`src/rtl/ball_ctrl.sv`:
```
// Game sequencer for the ball position datapath: step strobe, serve/move enable,
// direction bits, bounce/hit/miss resolution, scoring and endgame.
module ball_ctrl #(
  parameter int WIDTH        = 8,
  parameter int BIT_OF_WIDTH = 3,
  parameter int TICK_DIV     = 1024,
  parameter int PADDLE_LEN   = 3,
  parameter int SCORE_W      = 2,
  parameter int WIN_SCORE    = 3
) (
  input  logic                    clk,
  input  logic                    rst,
  input  logic                    start,
  input  logic [BIT_OF_WIDTH-1:0] ball_x,
  input  logic [BIT_OF_WIDTH-1:0] ball_y,
  input  logic [BIT_OF_WIDTH-1:0] pad_l_y,
  input  logic [BIT_OF_WIDTH-1:0] pad_r_y,
  output logic                    step,
  output logic                    en,
  output logic                    x_dir,
  output logic                    y_dir,
  output logic [SCORE_W-1:0]      score_l,
  output logic [SCORE_W-1:0]      score_r,
  output logic                    endgame,
  output logic [2:0]              state
);

  typedef enum logic [2:0] {
    S_IDLE  = 3'd0,
    S_SERVE = 3'd1,
    S_PLAY  = 3'd2,
    S_POINT = 3'd3,
    S_OVER  = 3'd4
  } state_t;

  localparam int TW = (TICK_DIV > 1) ? $clog2(TICK_DIV) : 1;
  localparam logic [TW-1:0]           TICK_LAST = TW'(TICK_DIV - 1);
  localparam logic [BIT_OF_WIDTH-1:0] X_LEFT    = BIT_OF_WIDTH'(1);
  localparam logic [BIT_OF_WIDTH-1:0] X_RIGHT   = BIT_OF_WIDTH'(WIDTH - 2);
  localparam logic [BIT_OF_WIDTH-1:0] Y_MAX     = BIT_OF_WIDTH'(WIDTH - 1);
  localparam logic [BIT_OF_WIDTH:0]   PAD_SPAN  = (BIT_OF_WIDTH + 1)'(PADDLE_LEN - 1);
  localparam logic [SCORE_W-1:0]      WIN       = SCORE_W'(WIN_SCORE);

  state_t              r_state,   w_state_nx;
  logic [TW-1:0]       r_tick,    w_tick_nx;
  logic                r_step,    w_step_nx;
  logic                r_en,      w_en_nx;
  logic                r_x_dir,   w_x_dir_nx;
  logic                r_y_dir,   w_y_dir_nx;
  logic [SCORE_W-1:0]  r_score_l, w_score_l_nx;
  logic [SCORE_W-1:0]  r_score_r, w_score_r_nx;
  logic                r_endgame, w_endgame_nx;
  logic                w_wrap, w_miss_l, w_miss_r;

  // Extended by one bit so a paddle near the bottom edge never wraps to row 0.
  function automatic logic on_paddle(input logic [BIT_OF_WIDTH-1:0] y,
                                     input logic [BIT_OF_WIDTH-1:0] pad);
    logic [BIT_OF_WIDTH:0] y_e, p_e;
    y_e = {1'b0, y};
    p_e = {1'b0, pad};
    return (y_e >= p_e) && (y_e <= p_e + PAD_SPAN);
  endfunction

  assign w_wrap = (r_tick == TICK_LAST);

  always_comb begin
    // NOTE: every comb output gets a default before the case so no path leaves
    // a signal unassigned, which would otherwise infer a latch.
    w_state_nx   = r_state;
    w_tick_nx    = '0;
    w_step_nx    = 1'b0;
    w_en_nx      = 1'b0;
    w_x_dir_nx   = r_x_dir;
    w_y_dir_nx   = r_y_dir;
    w_score_l_nx = r_score_l;
    w_score_r_nx = r_score_r;
    w_endgame_nx = 1'b0;
    w_miss_l     = 1'b0;
    w_miss_r     = 1'b0;

    case (r_state)
      S_IDLE: begin
        if (start) w_state_nx = S_SERVE;
      end

      S_SERVE: begin
        if (w_wrap) begin
          w_state_nx = S_PLAY;
          w_step_nx  = 1'b1;
        end else begin
          w_tick_nx = r_tick + TW'(1);
        end
      end

      S_PLAY: begin
        w_en_nx = 1'b1;
        if (!w_wrap) begin
          w_tick_nx = r_tick + TW'(1);
        end else begin
          if (ball_y == '0 && r_y_dir)     w_y_dir_nx = 1'b0;
          if (ball_y == Y_MAX && !r_y_dir) w_y_dir_nx = 1'b1;
          if (ball_x == X_LEFT && r_x_dir) begin
            if (on_paddle(ball_y, pad_l_y)) w_x_dir_nx = 1'b0;
            else                            w_miss_l   = 1'b1;
          end
          if (ball_x == X_RIGHT && !r_x_dir) begin
            if (on_paddle(ball_y, pad_r_y)) w_x_dir_nx = 1'b1;
            else                            w_miss_r   = 1'b1;
          end
          if (w_miss_l) begin
            w_score_r_nx = r_score_r + SCORE_W'(1);
            w_state_nx   = S_POINT;
            w_en_nx      = 1'b0;
          end else if (w_miss_r) begin
            w_score_l_nx = r_score_l + SCORE_W'(1);
            w_state_nx   = S_POINT;
            w_en_nx      = 1'b0;
          end else begin
            w_step_nx = 1'b1;
          end
        end
      end

      S_POINT: begin
        if (r_score_l == WIN || r_score_r == WIN) begin
          w_state_nx   = S_OVER;
          w_endgame_nx = 1'b1;
        end else begin
          // A miss leaves x_dir pointing at the conceding side, which is the serve direction.
          w_state_nx = S_SERVE;
          w_y_dir_nx = 1'b0;
        end
      end

      S_OVER: begin
        w_endgame_nx = 1'b1;
        if (start) begin
          w_state_nx   = S_SERVE;
          w_endgame_nx = 1'b0;
          w_score_l_nx = '0;
          w_score_r_nx = '0;
          w_x_dir_nx   = 1'b0;
          w_y_dir_nx   = 1'b0;
        end
      end

      default: w_state_nx = S_IDLE;
    endcase
  end

  // NOTE: state registers use non-blocking assignments so every flop samples
  // the pre-edge values regardless of statement order.
  always_ff @(posedge clk) begin
    if (rst) begin
      r_state   <= S_IDLE;
      r_tick    <= '0;
      r_step    <= 1'b0;
      r_en      <= 1'b0;
      r_x_dir   <= 1'b0;
      r_y_dir   <= 1'b0;
      r_score_l <= '0;
      r_score_r <= '0;
      r_endgame <= 1'b0;
    end else begin
      r_state   <= w_state_nx;
      r_tick    <= w_tick_nx;
      r_step    <= w_step_nx;
      r_en      <= w_en_nx;
      r_x_dir   <= w_x_dir_nx;
      r_y_dir   <= w_y_dir_nx;
      r_score_l <= w_score_l_nx;
      r_score_r <= w_score_r_nx;
      r_endgame <= w_endgame_nx;
    end
  end

  assign step    = r_step;
  assign en      = r_en;
  assign x_dir   = r_x_dir;
  assign y_dir   = r_y_dir;
  assign score_l = r_score_l;
  assign score_r = r_score_r;
  assign endgame = r_endgame;
  assign state   = r_state;

endmodule

```
`config.mk`:
```
export PLATFORM = sky130hd
export DESIGN_NAME = ball_ctrl
export DESIGN_NICKNAME = d
export VERILOG_FILES = /design/src/rtl/ball_ctrl.sv
export SDC_FILE = /design/constraint.sdc
export NUM_CORES = 1
export LEC_CHECK = 0
export ABC_AREA = 1
export CORE_MARGIN = 4
export CORE_UTILIZATION = 45
export CTS_CLUSTER_DIAMETER = 80
export CTS_CLUSTER_SIZE = 20
export DETAILED_ROUTE_END_ITERATION = 8
export PLACE_DENSITY = 0.78
export SLEW_MARGIN = 20
export SYNTH_ARGS = -nofsm -noshare
export SYNTH_HDL_FRONTEND = slang
export SYNTH_SLANG_ARGS = --single-unit
```
`constraint.sdc`:
```
create_clock -name clk -period 2.15 [get_ports clk]
set_input_delay 0.215 -clock clk [delete_from_list [all_inputs] [get_ports clk]]
set_output_delay 0.215 -clock clk [all_outputs]
set_load 0.05 [all_outputs]
```
==> qor.txt, run 1 <==
crit path to = score_l[1]
fmax = 545 MHz
WL per Instance = 10.1 µm
Post-Route WL = 2760 µm
number of synthesis warnings = 0
Area after DPL = 1770 µm²
Initial Utilization = 0.472
Finished Core Util = 0.596
worst r2r src = r_tick[0]
Critical Path Source Type = input port
crit path capture type = flop
Synth Net Count = 229
largest net degree at the start of global routing = 14
post-synthesis cell area = 1440 µm²
final global-route overflow total = 0
core footprint = 3050 µm²
final max-slew violation count = 0
Area Growth Syn to Fin = 26.2%
H-tree depth = 1
most frequent cells in the layout = nand2_1 (39), inv_1 (37), clkdlybuf4s50_1 (26), dfxtp_1 (22), nor2_1 (19)
Reg2Reg Depth = 11
Global Route Usage Sum = 0.146
RSZ-0062 raised after global routing = no
cell area after layout = 1820 µm²
clock-pin slew on the worst setup and hold paths = 0.12 ns
register bit total from synthesis = 22
Leak = 0.863 nW
HP Class = reg2reg
Die W = 64.6 µm
CTS root buf = clkbuf_4
Unique masters post-synth = 30
Clock Latency Late Sink = 0.31 ns
nets@finish = 261
DR pass1 iterations = 4
Final Cycle Share = 0.854
initial antenna violation count = 0
IO Port Bufs = 26
global-route wire length before repair = 5050 µm
sequential fraction of the synthesis area = 0.306
Final Hold Violating Endpoints = 0
cts bufs inserted = 3
# IOs = 27
Worst Path Arrival = 2.09 ns
Slew headroom = 0.668
CP startpoint = pad_r_y[1]
row cnt = 20
Max-Cap Viols = 0
Post-synth EDFFs = 0
vias per cell = 4.85
Via Count = 1328
worst-margin pin slew = 0.496 ns
Synth Instances = 199
Placer Congestion = 0.796
async set-reset flop share out of synthesis = 0
Pwr Density = 848 nW/µm²
Worst R2R End = score_l[1]
DRC = 0
Synth Flop Type = dfxtp_1
post-route setup TNS = 0 ns
Resized cells post-CTS = 0
# diodes = 0
PnR Total Power = 1.54 mW
Post-DRT Antenna Nets = 0
synthesized area per cell = 7.24 µm²
final setup vio count = 0
CTS tree = done
vias in the first global route = 1277
final setup skew = 0.00525 ns
critical path peak fanout = 4
peak supply drop = 0.429 mV
layout cells sized above 1 = 0.0783
dpl hpwl = 2280 µm
Hold WS = 0.460 ns
# hold bufs at CTS = 0
Die Area = 4170 µm²
post-layout min period = 1.84 ns
required time worst endpoint = 2.41 ns
Post-CTS Setup Bufs = 0
reg2reg setup slack = 0.48 ns
most common cell after layout, fill and taps aside = nand2_1
Num Clock Sinks = 22
clock buffer depth = 2
Setup Crit Path Kind = in2reg
die outline height = 64.6 µm
status = finished, final reports clean
DRT iter0 DRCs = 41
cells in the mapped netlist, drive strengths merged, types with 2 or more instances:
library cell  count  area, µm²
nand2            41        164
inv              38        145
dfxtp            22        440
nor2             21       97.6
a21oi            15       75.1
ha               15        188
nand3            15       92.6
nand4             6       52.6
nor3              4       31.3
nor3b             3       22.5
o211ai            3       22.5
o21ai             3       15.0
xor2              3       26.3
nand3b            2       15.0
or2               2       12.5
per-stage QoR:
stage / setup WS [ns] / std cells
global placement: 0.000341 / 270
floorplan: 0.478 / 199
CTS: 0.311 / 274
global route: 0.130 / 274
finish: 0.315 / 274
detailed placement: -0.0330 / 270
power breakdown:
| group | switching (mW) | internal (mW) | leakage (nW) |
|---|---|---|---|
| clock | 0.125 | 0.189 | 0.0279 |
| sequential | 0.0421 | 0.461 | 0.178 |
| combinational | 0.468 | 0.257 | 0.656 |
| total | 0.636 | 0.907 | 0.863 |
registers in the layout (all words and copies together) (netlist names):
| register | flops |
|---|---|
| x_dir | 1 |
| en | 1 |
| score_l | 2 |
| r_tick | 10 |
| y_dir | 1 |
| step | 1 |
| endgame | 1 |
| score_r | 2 |
| state | 3 |
kinds of logic after synthesis:
| kind of cell | count (synthesis) | synth area share |
|---|---|---|
| simple gates | 96 | 0.348 |
| fa+ha+maj | 15 | 0.130 |
| compound gates | 24 | 0.0938 |
| flops | 22 | 0.306 |
| xor+xnor | 3 | 0.0182 |
| buf+inv | 39 | 0.104 |
critical path, stage by stage:
cell             delay [ns]
clkdlybuf4s50_1        0.46
ha_1                   0.30
inv_1                  0.03
ha_1                   0.29
nand3b_1               0.10
nand2_1                0.05
inv_1                  0.04
nand2_1                0.04
nand2_1                0.05
nand2_1                0.07
nand2_1                0.14
nand3_4                0.10
nand2_1                0.07
nand2_1                0.04
nor2_1                 0.10
worst min path at each step:
| stage | startpoint | to | slack [ns] | cells past startpoint |
|---|---|---|---|---|
| after floorplan | r_tick[0] | r_tick[0] | 0.42 | 1 |
| after global placement | r_tick[0] | r_tick[0] | 0.43 | 1 |
| after detailed placement | r_tick[0] | r_tick[0] | 0.44 | 1 |
| after CTS | r_tick[0] | r_tick[0] | 0.47 | 1 |
| after global routing | r_tick[0] | r_tick[0] | 0.48 | 1 |
| final | r_tick[0] | r_tick[0] | 0.46 | 1 |
cell type report:
| type | instances | area, µm² |
|---|---|---|
| fill | 294 | 1230 |
| multi-input combinational | 138 | 851 |
| sequential | 22 | 440 |
| timing repair buffer | 28 | 275 |
| inverter | 38 | 145 |
| tap | 44 | 55.1 |
| clock inverter | 1 | 30.0 |
| clock buffer | 3 | 22.5 |
routing by layer:
layer	GRT usage	part of all wire
met2	0.269	0.50
met1	0.171	0.47
met5	0	0
met3	0.0364	0.033
met4	0.0237	0.0043
No activity file was read; power rests on OpenSTA's default activity.
==> run 2: changes to the inputs <==
Clock period 2.15 ns to 2.2 ns, I/O delays scaled along.
==> qor.txt, run 2 (synthesis gave the netlist of run 1 again) <==
Max-Cap Viols = 0 (unchanged)
WHS Path Cells = 1 (unchanged)
clock network fraction of design power = 0.158 (was 0.203)
Leak = 0.851 nW (was 0.863 nW)
max FFs per register = 10 (unchanged)
met1 wire length = 1270 µm (was 1290 µm)
fin cells = 273 (was 274)
required time worst endpoint = 2.42 ns (was 2.41 ns)
# IOs = 27 (unchanged)
Area after DPL = 1760 µm² (was 1770 µm²)
Reg2Reg Depth = 10 (was 11)
largest net degree at the start of global routing = 13 (was 14)
most flop-heavy register = r_tick (unchanged)
Initial Utilization = 0.472 (unchanged)
CTS root buf = clkbuf_4 (unchanged)
Via Count = 1338 (was 1328)
dpl ws = 0.0193 ns (was -0.0330 ns)
Post-DRT Antenna Nets = 0 (unchanged)
sw power = 620 µW (was 636 µW)
reg2reg setup slack = 0.55 ns (was 0.48 ns)
DRC = 0 (unchanged)
most frequent cells in the layout = nand2_1 (39), inv_1 (37), clkdlybuf4s50_1 (26), dfxtp_1 (22), nor2_1 (19) (unchanged)
# hold bufs at CTS = 0 (unchanged)
Die Area = 4170 µm² (unchanged)
vias in the first global route = 1220 (was 1277)
Sw Ratio = 0.436 (was 0.412)
IO Port Bufs = 26 (unchanged)
# diodes = 0 (unchanged)
clock buffer depth = 2 (unchanged)
final global-route overflow total = 0 (unchanged)
Post-Route WL = 2770 µm (was 2760 µm)
worst-margin pin slew = 0.506 ns (was 0.496 ns)
Critical Path Source Type = input port (unchanged)
worst r2r src = r_tick[0] (unchanged)
Global Route Usage Sum = 0.145 (was 0.146)
cts bufs inserted = 3 (unchanged)
clock-pin slew on the worst setup and hold paths = 0.12 ns (about the same)
Slew headroom = 0.661 (was 0.668)
nets@finish = 260 (was 261)
core footprint = 3050 µm² (unchanged)
Setup Crit Path Kind = in2reg (unchanged)
cell area after layout = 1800 µm² (was 1820 µm²)
Resized cells post-CTS = 0 (unchanged)
Worst Path Arrival = 2.07 ns (was 2.09 ns)
Hold EP = r_tick[0] (unchanged)
Setup WS post-layout = 0.354 ns (was 0.315 ns)
row cnt = 20 (unchanged)
fmax = 542 MHz
peak supply drop = 0.343 mV (was 0.429 mV)
Post-CTS Setup Bufs = 0 (unchanged)
WL per Instance = 10.1 µm (about the same)
Logic pwr share = 0.497 (was 0.470)
Final Cycle Share = 0.839
post-route setup TNS = 0 ns (unchanged)
Highest Signal Layer = met4 (unchanged)
Pwr Density = 792 nW/µm² (was 848 nW/µm²)
Placer Congestion = 0.812 (was 0.796)
final max-slew violation count = 0 (unchanged)
status = finished, final reports clean (unchanged)
DRT iter0 DRCs = 30 (was 41)
Die W = 64.6 µm (unchanged)
Placed Cells = 269 (was 270)
worst hold path startpoint = r_tick[0] (unchanged)
critical path peak fanout = 4 (unchanged)
dpl hpwl = 2280 µm (about the same)
P_int = 802 µW (was 907 µW)
crit path capture type = flop (unchanged)
Clock Latency Late Sink = 0.31 ns (about the same)
final setup vio count = 0 (unchanged)
layout cells sized above 1 = 0.0742 (was 0.0783)
final setup skew = 0.00338 ns (was 0.00525 ns)
DR pass1 iterations = 4 (unchanged)
HP Class = reg2reg (unchanged)
Final Hold Violating Endpoints = 0 (unchanged)
CTS tree = done (unchanged)
global-route wire length before repair = 4880 µm (was 5050 µm)
Worst R2R End = score_l[0] (was score_l[1])
RSZ-0062 raised after global routing = no (unchanged)
die outline height = 64.6 µm (unchanged)
Flop pwr share = 0.345 (was 0.326)
WL met2 = 1390 µm (was 1370 µm)
initial antenna violation count = 0 (unchanged)
most common cell after layout, fill and taps aside = nand2_1 (unchanged)
Num Clock Sinks = 22 (unchanged)
post-layout min period = 1.85 ns
vias per cell = 4.90 (was 4.85)
Area Growth Syn to Fin = 24.6% (was 26.2%)
met3 wire length = 66 µm (was 90 µm)
Hold WS = 0.454 ns (was 0.460 ns)
H-tree depth = 1 (unchanged)
==> run 2: cell types whose count changed in the layout (fill, tap and decap cells not counted), sizes merged <==
cell and change:
buf -1, bufinv -1, clkbuf +1
==> run 2: worst max-delay path by stage <==
stage / from / endpoint / slack, ns
after global routing: pad_r_y[1] / score_l[0] / 0.18
after detailed placement: pad_r_y[1] / score_l[0] / 0.02
after floorplan: score_r[0] / y_dir / 0.53
final: pad_r_y[1] / score_l[0] / 0.35
after CTS: pad_r_y[1] / score_l[0] / 0.36
after global placement: pad_r_y[1] / score_l[1] / 0.04
==> run 2: area by class of cell <==
class,count,area [µm²]
inverters,38,145
fillers,315,1260
well taps,44,55.1
repair buffers,27,268
clock buffers,4,36.3
multi-input cells,138,851
flip-flops and latches,22,440
==> run 2: power by group through the flow <==
stage	Sequential, mW	Clock (mW)	Combinational, mW
CTS	0.491	0.234	0.712
global route	0.497	0.253	0.784
detailed placement	0.501	0	0.705
finish	0.491	0.224	0.706
floorplan	0.643	0	0.375
global placement	0.499	0	0.700
==> run 2: stage by stage <==
stage / total power [mW] / utilization
floorplan: 1.02 / -
finish: 1.42 / 0.588
detailed placement: 1.21 / 0.576
global route: 1.53 / 0.588
global placement: 1.20 / 0.576
CTS: 1.44 / 0.588
==> run 2: metal layers <==
| layer | GRT usage | vias up |
|---|---|---|
| met3 | 0.0329 | 5 |
| met1 | 0.167 | 604 |
| met2 | 0.259 | 17 |
| met5 | 0 | - |
| met4 | 0.0554 | 0 |
| li1 | - | 712 |
==> run 2: critical path: stages <==
cell             delay, ns
clkdlybuf4s50_1       0.46
ha_1                  0.30
inv_1                 0.04
ha_1                  0.28
nand3b_1              0.09
nand2_1               0.05
inv_1                 0.04
nand2_1               0.04
nand2_1               0.05
nand2_1               0.07
nand2_1               0.14
nand3_4               0.10
a21oi_1               0.14
nor2_1                0.05
==> variant 1: new RTL, config.mk and constraints of run 1 <==
`BIT_OF_WIDTH`: 3 -> 5.
--- a/src/rtl/ball_ctrl.sv
+++ b/src/rtl/ball_ctrl.sv
@@ -2,7 +2,7 @@
 // direction bits, bounce/hit/miss resolution, scoring and endgame.
 module ball_ctrl #(
   parameter int WIDTH        = 8,
-  parameter int BIT_OF_WIDTH = 3,
+  parameter int BIT_OF_WIDTH = 5,
   parameter int TICK_DIV     = 1024,
   parameter int PADDLE_LEN   = 3,
   parameter int SCORE_W      = 2,
Interface: changed (resized ball_x, ball_y, pad_l_y and pad_r_y); port bits go from 27 to 35. The function was not compared with the original's and may differ.
==> variant 1 against run 1 <==
  * Sequential cell count did not move
  * Non-clock buffer count rose by 19
  * Routed wire length rose by 35%
  * Cell count rose by 28%
  * Worst setup slack got worse by 0.075 ns
  * Highest routed layer unchanged
  * Cell area rose by 30%
  * Critical path depth fell by 4
  * Fmax fell by 3.9%
  * Via count rose by 30%
  * Total power rose by 8.8%
  * Area after synthesis rose by 22%
==> variant 1: results (changes against run 1) <==
The number of port buffers came out at 34 (+31%). Ranked by instance count, the synthesized netlist is headed by 51 x sky130_fd_sc_hd__nand2_1, 46 x sky130_fd_sc_hd__inv_1, 25 x sky130_fd_sc_hd__nor2_1, 23 x sky130_fd_sc_hd__ha_1, 22 x sky130_fd_sc_hd__dfxtp_1. The average cell area after synthesis was 6.97 um^2 (-3.8%). The detailed-routed wire length on met3 came out at 123 um (+37%).

The maximum fanout count along the critical path was 5 (+1). The clock-pin slew on the worst setup and hold paths is 0.08 ns (-0.04 ns). The clock latency on the worst-skew pair is 0.27 ns (-0.04 ns). The worst voltage drop across the vdd grid is 0.000689 V (+61%). The beginning of the worst register-to-register path is r_tick[0]$_SDFF_PP0_. The number of flip-flops in the largest register is 10 (unchanged). The number of DRC markers after the initial detailed-route iteration is 55 (+34%).

The global routing usage on met2 is 27.9% (+0.93 points). The half-perimeter wire length after placement was 3.11 mm (+36%). The global-route track usage on met3 is 3.45% (-0.19 points).

The per-cell routed wire length is 10.6 um (+5.4%). The unique cell type count in the Yosys netlist is 31 (+3.3%). The placer's final routability congestion estimate came out at 0.854 (+7.3%). The transition at the pin with the smallest max-transition slack came out at 0.500 ns (+0.00392 ns). The flow ran to the end, and the final reports show no timing, DRC or antenna violations.

The net total in the final layout is 349 (+34%). The start point of the critical path is ball_y[2]. By area the synthesized netlist is led by sky130_fd_sc_hd__dfxtp_1 25%, sky130_fd_sc_hd__ha_1 16%, sky130_fd_sc_hd__nand2_1 11%. The sequential fraction of the synthesis area came to 25.1% (-5.5 points).

The root buffer cell is sky130_fd_sc_hd__clkbuf_8. The fraction of synthesized cell area taken by the top area cell type came out at 25.1% (-5.5 points). The number of cells on the worst reg-to-reg path is 12 (+1).

The reported leakage power came out at 1.16 nW (+35%). The gate family responsible for the most delay along the worst path is buffers and inverters. The routed length on met2 came to 1.85 mm (+35%).

The number of nets produced by synthesis is 298 (+30%). The largest clock skew in the final design was 0.00230 ns (-0.00294 ns). The sum of routed wire segments on met1 came out at 1.72 mm (+34%). The maximum clock rate came to 523 MHz (-3.9%). The via density per instance came out at 4.93 (+1.6%).

The post-placement worst setup slack was -0.258 ns (-0.225 ns). The delay contributed by the slowest stage of the critical path came to 0.54 ns (+0.08 ns). The total global-route track usage came out at 15.6% (+0.99 points).
[variant 1: cell families (layout without fill, tap and decap cells)]
kind of cell / count (synthesis) / in the layout / share of synthesized area (%)
adder cells (fa/ha/maj): 23 / 23 / 16.4
AND/OR/NAND/NOR: 124 / 124 / 34.4
XOR/XNOR: 7 / 7 / 3.49
flip-flops: 22 / 22 / 25.1
AO/OA/AOI/OAI: 27 / 27 / 10.2
buffers and inverters: 49 / 99 / 10.5
[variant 1: power by group through the flow]
stage	clock network (mW)	registers, mW	logic [mW]
4_1_cts	0.393	0.505	0.775
2_1_floorplan	0	0.625	0.420
6_report	0.391	0.506	0.781
5_1_grt	0.407	0.513	0.867
3_5_place_dp	0	0.514	0.771
3_3_place_gp	0	0.515	0.753
[variant 1: area by class of cell]
cell class | count | area [um^2]
Multi-Input combinational cell | 181 | 1150
Clock inverter | 1 | 30.0
Tap cell | 48 | 60.1
Inverter | 48 | 180
Sequential cell | 22 | 440
Fill cell | 337 | 1360
Timing Repair Buffer | 47 | 453
Clock buffer | 3 | 41.3
[variant 1: repair_timing]
| action | 4_1_cts | 5_1_grt |
|---|---|---|
| endpoints found under the setup margin | 0 | 9 |
| setup buffers | 0 | 1 |
| gates resized for setup | 0 | 13 |
[variant 1: metrics by stage]
stage          hold slack, ns  TNS [ns]  cell area, um^2
2_1_floorplan           0.440         0             1760
3_3_place_gp            0.454     -1.47             2240
3_5_place_dp            0.461     -1.84             2240
4_1_cts                 0.480         0             2310
5_1_grt                 0.505         0             2360
6_report                0.474         0             2360
==> variant 2: new RTL, config.mk and constraints of run 1 <==
Made on the original files. Put one more register stage on the output `y_dir`, cleared by the reset. The value now appears one clock later. The other outputs are not delayed to match.
--- a/src/rtl/ball_ctrl.sv
+++ b/src/rtl/ball_ctrl.sv
@@ -177,7 +177,13 @@
   assign step    = r_step;
   assign en      = r_en;
   assign x_dir   = r_x_dir;
-  assign y_dir   = r_y_dir;
+  always_ff @(posedge clk) begin
+    if (rst) begin
+      y_dir <= '0;
+    end else begin
+      y_dir <= r_y_dir;
+    end
+  end
   assign score_l = r_score_l;
   assign score_r = r_score_r;
   assign endgame = r_endgame;
Check against the original RTL: no difference found for any inputs over 10 cycles, from zero or initial values and one cycle with rst high; that may be too few to reach the edited logic, so the function may still have changed.
==> variant 2 against run 1 <==
  * Synthesized cell count is 2.5% higher
  * Cell area up 0.21%
  * Sequential cell count rose by 1
  * Worst setup slack lost 0.078 ns
  * Routed wire length fell by 0.40%
  * Worst hold slack worse by 0.0016 ns
  * Area after synthesis grew 1.4%
  * Total power shrank 3.9%
  * Critical path type unchanged
  * Highest routed layer unchanged
==> variant 2: results (changes against run 1) <==
The complex-gate fraction of the synthesized area came to 8.22% (-1.2 points). The half-perimeter wire length after placement is 2.28 mm (about the same). The flow ran to the end, and the final reports show no timing, DRC or antenna violations.

In the post-synthesis netlist, the biggest area contributors are sky130_fd_sc_hd__dfxtp_1 32%, sky130_fd_sc_hd__ha_1 13%, sky130_fd_sc_hd__nand2_1 9.2%. By count the netlist is led by 36 x sky130_fd_sc_hd__nand2_1, 35 x sky130_fd_sc_hd__inv_1, 25 x sky130_fd_sc_hd__nor2_1, 23 x sky130_fd_sc_hd__dfxtp_1, 15 x sky130_fd_sc_hd__ha_1. The number of nets produced by synthesis came out at 234 (+2.2%). The number of flip-flops in the largest register was 10 (unchanged).

The wire length of the first global-routing pass is 5.01 mm (-0.81%). The layout filler cell count came to 305 (+3.7%). The sequential fraction of the synthesis area is 31.5% (+0.95 points). The unique cell type count in the Yosys netlist came to 28 (-6.7%). The fraction of layout instances using a drive strength above 1 is 8.90% (+1.1 points). The transition at the pin with the smallest max-transition slack came out at 0.504 ns (+0.00782 ns). The buffer count from post-CTS setup fixing came out at 0 (unchanged). The number of global-route vias before repair is 1268 (-0.70%).

The share of synthesized area spent on multiplexers is 0% (unchanged). The post-placement worst setup slack is -0.0960 ns (-0.0630 ns). After clock tree synthesis, the clock-pin slew on the worst setup and hold paths is 0.13 ns. The library cell contributing the largest single delay on the critical path is sky130_fd_sc_hd__clkdlybuf4s50_1. The number of port buffers came out at 26 (unchanged).

The reported leakage power came to 0.858 nW (-0.52%). The final hold violation count came out at 0 (unchanged). The via density per instance is 4.87 (+0.44%). The post-synthesis xor/xnor area fraction is 1.80% (-0.025 points). The per-cell routed wire length came out at 9.81 um (-2.5%). The number of warnings reported in the yosys synthesis log came out at 0 (unchanged). The total global-route track usage is 14.5% (-0.11 points). The adder-cell share of the synthesized area is 12.8% (-0.18 points).

The placer's final routability congestion estimate came out at 0.838 (+5.3%). The worst voltage drop across the vdd grid came out at 0.000268 V (-38%). Among all flip-flop cells after synthesis, the most frequent one is sky130_fd_sc_hd__dfxtp_1.

The kind of cell with the highest combined delay along the critical path is buffers and inverters. The arrival time of the worst setup path is 2.14 ns (+0.05 ns). The net total in the final layout came out at 267 (+2.3%).

The number of DRC markers after the initial detailed-route iteration is 65 (+59%). The count of H-tree levels built during CTS is 1 (unchanged). The largest single stage delay on the critical path is ~0.45 ns. The count of inserted antenna diode cells came out at 0 (unchanged). The largest clock skew in the final design is 0.00745 ns (+0.00220 ns). The initial antenna violation count came to 0 (unchanged).
-- variant 2: cell types whose count changed after synthesis, moves of 2 or more --
cell,before,now
sky130_fd_sc_hd__nor2_1,19,25
sky130_fd_sc_hd__inv_2,0,4
sky130_fd_sc_hd__nand2_1,39,36
sky130_fd_sc_hd__a21oi_1,15,13
sky130_fd_sc_hd__inv_1,37,35
sky130_fd_sc_hd__o21ai_0,3,5
-- variant 2: cells by family (layout without fill, tap and decap cells) --
family	after synthesis	in the layout
buffers and inverters	40	72
adder cells (fa/ha/maj)	15	15
XOR/XNOR	3	3
AO/OA/AOI/OAI	22	22
AND/OR/NAND/NOR	101	101
flip-flops	23	23
-- variant 2: worst paths after layout --
path,startpoint,endpoint,slack [ns],depth (start not counted)
worst max-delay path,pad_r_y[1],state[1]$_SDFFE_PP0P_,0.24,14
worst min-delay path,r_tick[0]$_SDFF_PP0_,r_tick[0]$_SDFF_PP0_,0.46,1
worst max register to register,r_tick[0]$_SDFF_PP0_,score_l[0]$_SDFFE_PP0P_,0.46,11
worst min register to register,r_tick[0]$_SDFF_PP0_,r_tick[0]$_SDFF_PP0_,0.46,1
-- variant 2: final cells by class --
class,count,share of cell area [%]
clock inverters,1,0.275
inverters,39,8.03
flip-flops and latches,23,25.3
clock buffers,3,1.24
repair buffers,29,15.5
multi-input cells,141,46.7
well taps,44,3.02
-- variant 2: layer usage --
layer  track usage [%]  up-vias  share of wire [%]  routed length, um
met5                 0        -                  0                  0
met4              6.07        0                2.1                 57
met3              1.39        8                4.6                127
met2              23.9       34                 44               1200
met1              19.1      594                 50               1360
li1                  -      727                  -                  -
-- variant 2: where the power goes --
part           internal [mW]  switching (mW)
clock                 0.0695           0.133
combinational          0.267           0.474
sequential             0.489          0.0496
-- variant 2: stage by stage --
stage | instance area [um^2] | std cells | utilization [%]
2_1_floorplan | 1460 | 204 | -
3_3_place_gp | 1800 | 276 | 58.3
3_5_place_dp | 1800 | 276 | 58.3
4_1_cts | 1820 | 280 | 59.2
5_1_grt | 1820 | 280 | 59.2
6_report | 1820 | 280 | 59.2
-- variant 2: worst register-to-register path: cells and delay by family, from the launching register on --
kind	cells	cell delay (ns)
buffers and inverters	1	0.05
adder cells (fa/ha/maj)	1	0.17
AND/OR/NAND/NOR	9	1.04
flip-flops	1	0.37
